**src/rtl/uart_byte_receiver.sv**
```systemverilog
`timescale 1ns/1ps
// 8N1 UART receiver: synchronizes rx_serial, deframes one LSB-first byte and
// holds it for the processor, flagging overrun and framing errors.
module uart_byte_receiver #(
  parameter int unsigned CLKS_PER_BIT = 868,
  parameter int unsigned SYNC_STAGES  = 2
) (
  input  logic       clk,
  input  logic       rst,
  input  logic       rx_serial,
  input  logic       rx_trigger,
  output logic [7:0] rx_byte,
  output logic       rx_done,
  output logic       rx_overrun,
  output logic       rx_frame_err,
  output logic       rx_busy
);

  localparam int unsigned CNT_W = $clog2(CLKS_PER_BIT);
  localparam logic [CNT_W-1:0] CNT_LAST = CNT_W'(CLKS_PER_BIT - 1);
  localparam logic [CNT_W-1:0] CNT_HALF = CNT_W'(CLKS_PER_BIT / 2 - 1);

  typedef enum logic [2:0] {
    ST_IDLE,
    ST_START,
    ST_DATA,
    ST_STOP,
    ST_BREAK
  } state_t;

  state_t             state, state_next;
  logic [SYNC_STAGES-1:0] sync_q;
  logic               line;
  logic [CNT_W-1:0]   cnt;
  logic [2:0]         bit_idx;
  logic [7:0]         shift;
  logic               cnt_run, data_tick, stop_ok, stop_bad;

  // Line synchronizer; idles high so reset never looks like a start bit
  always_ff @(posedge clk or posedge rst) begin
    if (rst) sync_q <= '1;
    else     sync_q <= {sync_q[SYNC_STAGES-2:0], rx_serial};
  end

  assign line = sync_q[SYNC_STAGES-1];

  always_ff @(posedge clk or posedge rst) begin
    if (rst) begin
      state   <= ST_IDLE;
      rx_busy <= 1'b0;
    end else begin
      state   <= state_next;
      rx_busy <= (state_next != ST_IDLE);
    end
  end

  always_comb begin
    state_next = state;
    case (state)
      ST_IDLE:  if (!line) state_next = ST_START;
      ST_START: if (cnt == CNT_HALF) state_next = line ? ST_IDLE : ST_DATA;
      ST_DATA:  if (data_tick && (bit_idx == 3'd7)) state_next = ST_STOP;
      ST_STOP:  if (cnt == CNT_LAST) state_next = line ? ST_IDLE : ST_BREAK;
      ST_BREAK: if (line) state_next = ST_IDLE;
      default:  state_next = ST_IDLE;
    endcase
  end

  always_comb begin
    cnt_run   = 1'b0;
    data_tick = 1'b0;
    stop_ok   = 1'b0;
    stop_bad  = 1'b0;
    case (state)
      ST_START: cnt_run = 1'b1;
      ST_DATA: begin
        cnt_run   = 1'b1;
        data_tick = (cnt == CNT_LAST);
      end
      ST_STOP: begin
        cnt_run  = 1'b1;
        stop_ok  = (cnt == CNT_LAST) && line;
        stop_bad = (cnt == CNT_LAST) && !line;
      end
      default: ;
    endcase
  end

  // Baud counter, shift register and processor-facing result registers
  always_ff @(posedge clk or posedge rst) begin
    if (rst) begin
      cnt          <= '0;
      bit_idx      <= 3'd0;
      shift        <= 8'h00;
      rx_byte      <= 8'h00;
      rx_done      <= 1'b0;
      rx_overrun   <= 1'b0;
      rx_frame_err <= 1'b0;
    end else begin
      if ((state_next != state) || data_tick || !cnt_run) cnt <= '0;
      else                                                 cnt <= cnt + CNT_W'(1);

      if (state == ST_START) bit_idx <= 3'd0;
      else if (data_tick)    bit_idx <= bit_idx + 3'd1;

      if (data_tick) shift[bit_idx] <= line;

      // A fresh byte takes priority over an acknowledge in the same cycle
      if (stop_ok && (!rx_done || rx_trigger)) begin
        rx_byte <= shift;
        rx_done <= 1'b1;
      end else if (stop_ok) begin
        rx_overrun <= 1'b1;
      end else if (rx_trigger) begin
        rx_done      <= 1'b0;
        rx_overrun   <= 1'b0;
        rx_frame_err <= 1'b0;
      end

      if (stop_bad) rx_frame_err <= 1'b1;
    end
  end

endmodule

```
**config.mk**
```make
export PLATFORM = sky130hd
export DESIGN_NAME = uart_byte_receiver
export DESIGN_NICKNAME = d
export VERILOG_FILES = /design/src/rtl/uart_byte_receiver.sv
export SDC_FILE = /design/constraint.sdc
export NUM_CORES = 1
export LEC_CHECK = 0
export ABC_AREA = 1
export CORE_MARGIN = 8
export CORE_UTILIZATION = 46
export CTS_CLUSTER_SIZE = 40
export DETAILED_ROUTE_END_ITERATION = 6
export PLACE_DENSITY = 0.66
export SYNTH_ARGS = -nofsm -noshare
export SYNTH_HDL_FRONTEND = slang
export SYNTH_SLANG_ARGS = --single-unit
export TNS_END_PERCENT = 50
```
**constraint.sdc**
```tcl
create_clock -name clk -period 1.7 [get_ports clk]
set_input_delay 0.425 -clock clk [delete_from_list [all_inputs] [get_ports clk]]
set_output_delay 0.425 -clock clk [all_outputs]
set_load 0.05 [all_outputs]
```
==> run_results.csv <==
group,metric,value,unit
clock_tree,worstSkewPairLatency,280,ps
yosys,syn_area,0.00183,mm^2
critical_path,required,1880,ps
finish,nFillCells,381,
finish,diodes,0,
finish,layout-drive-gt1-share,0.216,
yosys,async_flop_share,1.00,
drt,wl,3.48,mm
run,maxCapViolations,0,
finish,area_delta_synth_final,20.4,%
placed_design,dpl.hpwl,2.56,mm
global_route,antenna_found_initial,0,
yosys,synth-compound-area-share,0.0519,
yosys,synth_edf_count,0,
floorplanning,pin_count,16,
yosys,yosys-top-cells-count,"48 x nor2_1, 36 x dfrtp_1, 23 x inv_1",
sta,slew_viol_final,0,
floorplanning,start_util,0.468,
critical_path,r2r_start,"cnt[0]$_DFF_PP0_",
drt,viasPerCell,4.81,
global_route,grt_pass1_wl,6.04,mm
yosys,yosys.cell_types.count,26,
critical_path,start_kind,"flip-flop",
drt,drt-initial-drc-count,53,
placed_design,port_buffers,15,
min_path,min-delay-start,"sync_q[0]$_DFF_PP1_",
floorplanning,die_area,0.00625,mm^2
yosys,synth_top_area_frac,0.492,
drt,via_count,1376,
floorplanning,std_cell_rows,23,
clock_tree,cts.htree.levels,2,
sta,fmax,617,MHz
global_route,grt_remaining_overflow,0,
critical_path,worstSetupPathType,"flip-flop to flip-flop",
yosys,avgSynthCellArea,8.80,um^2
sta,final-hold-violation-count,0,
global_route,grt_max_degree,39,
power,p_leak,0.00109,uW
finish,instances_no_fill,286,
sta,period_share,0.954,
critical_path,worstPathMaxFanout,10,
min_path,worstHoldPathType,"flip-flop to flip-flop",
clock_tree,cts_root_buffer,"clkbuf_8",
finish,nNetsFinal,243,
sta,period_needed,1620,ps
clock_tree,clkTransAtPathRegs,70,ps
yosys,yosysWarnings,0,
yosys,yosys.area_share.adder,0.0273,
drt,drc,0,
run_status,status,"completed",
floorplanning,coreArea,0.00391,mm^2
yosys,syn_inst,208,
floorplanning,die_w,79.1,um
critical_path,crit_start,"cnt[0]$_DFF_PP0_",
power,p_total,1760,uW
drt,antenna_left,0,
yosys,synth_top_area_cell,"dfrtp_1",
yosys,synth_top_family_by_area,"simple AND/OR/NAND/NOR gates",
global_route,grt_pass1_vias,1364,
yosys,synth_nets,216,
placed_design,place_congestion,0.837,
yosys,synth-seq-area-share,0.521,
clock_tree,clockBufferDepth,2,
drt,routedWlPerCell,12.2,um
drt,dr.pass1.iters,4,
floorplanning,die_h,79.1,um
yosys,synthMostInstantiatedCell,"nor2_1",
yosys,synth-simple-area-share,0.299,
sta,report.final.setup_viol,0,
clock_tree,tritoncts,"yes",
sta,clock_skew,5.83,ps
global_route,grt_use_total,0.121,
critical_path,end_kind,"flip-flop",
placed_design,dp_cells,277,
yosys,synth-xor-area-share,0.0383,
sta,tightest_slew,691,ps
clock_tree,cts_sinks,38,
yosys,synthMuxAreaShare,0,
power,power_density,799,mW/mm^2
critical_path,critPathArrivalTime,1800,ps
yosys,synthTopCellsByArea,"dfrtp_1 49%, nor2_1 9.8%, inv_1 4.7%",
power,peakVddDrop,0.000540,V
yosys,ys.flop_type,"dfrtp_1",
clock_tree,cts_made_buffers,5,
sta,relSlewSlack,0.537,
yosys,yosys_register_bits,38,
[final timing paths]
path / slack, ps / cells past startpoint / end
worst min register to register: 350 / 0 / sync_q[1]$_DFF_PP1_
worst max-delay path: 80 / 9 / cnt[3]$_DFF_PP0_
max in group asynchronous: 950 / 3 / sync_q[0]$_DFF_PP1_
min in group asynchronous: 490 / 3 / rx_byte[1]$_DFFE_PP0P_
worst min-delay path: 350 / 0 / sync_q[1]$_DFF_PP1_
worst max register to register: 80 / 9 / cnt[3]$_DFF_PP0_
[worst max-delay path, cell delays in order, from the launching register on]
cell     delay (ps)
dfrtp_1         380
buf_4           130
ha_1            150
nand2_1          60
nor3_2          200
nand4_1         180
a21oi_2         170
nor2_2           60
nand2_4         120
nor2_1           60
[logic make-up (layout without fill, tap and decap cells)]
kind of cell,Yosys count,in the layout
simple gates,113,113
flops,38,38
buf+inv,28,56
compound gates,17,17
xor+xnor,8,8
fa+ha+maj,4,4
[metal layers]
metal | vias to the layer above | track usage | part of all wire
met2 | 16 | 0.183 | 0.45
met1 | 636 | 0.155 | 0.49
met4 | 0 | 0.0556 | 0.016
met3 | 7 | 0.0350 | 0.045
met5 | - | 0 | 0
li1 | 717 | - | -
[metrics by stage]
| stage | hold slack (ps) | setup WS [ps] | utilization | TNS (ps) | cell area (um^2) |
|---|---|---|---|---|---|
| after floorplan | 345 | 186 | - | 0 | 1830 |
| after global placement | 345 | -124 | 0.528 | -1080 | 2070 |
| after detailed placement | 351 | -152 | 0.528 | -1270 | 2070 |
| after CTS | 358 | 35.8 | 0.555 | 0 | 2170 |
| after global routing | 366 | -6.21 | 0.563 | -14.7 | 2200 |
| final | 354 | 78.5 | 0.563 | 0 | 2200 |
[final cells by class]
type                       count  area [um^2]  area share
clock buffer                   7         76.3      0.0346
multi-input combinational    142          787       0.357
tap                           50         62.6      0.0284
timing repair buffer          22          198      0.0897
inverter                      26         97.6      0.0443
sequential                    38          953       0.432
clock inverter                 1         30.0      0.0136
[where the power goes]
part	switching [uW]	internal [uW]	total, uW
Sequential	9.27	918	927
Clock	300	439	739
Combinational	65.5	29.7	95.2
Total	375	1390	1760
[repair_timing]
item / CTS / global route
setup endpoints to repair: 0 / 20
gates resized for setup: 0 / 5
hold buffers: 0 / 0
hold endpoints to repair: 0 / 0
setup buffers: 0 / 1
[state kept, by name, summed over array words and instances (netlist names)]
name and flops:
cnt 10, rx_byte 8, rx_busy 1, rx_done 1, sync_q 2, rx_frame_err 1
shift 8, bit_idx 3, state 3, rx_overrun 1
[placed cells by master, fill, tap and decap left out, drive strengths merged, types with 7 or more instances in the layout]
| cell type | instances |
|---|---|
| xor2 | 7 |
| clkbuf | 7 |
| inv | 26 |
| nand2 | 26 |
| nor2 | 55 |
| nor3 | 16 |
| nand3 | 10 |
| dfrtp | 36 |
| a21oi | 13 |
| buf | 19 |
Note: power is estimated with default switching activity, not from simulation.
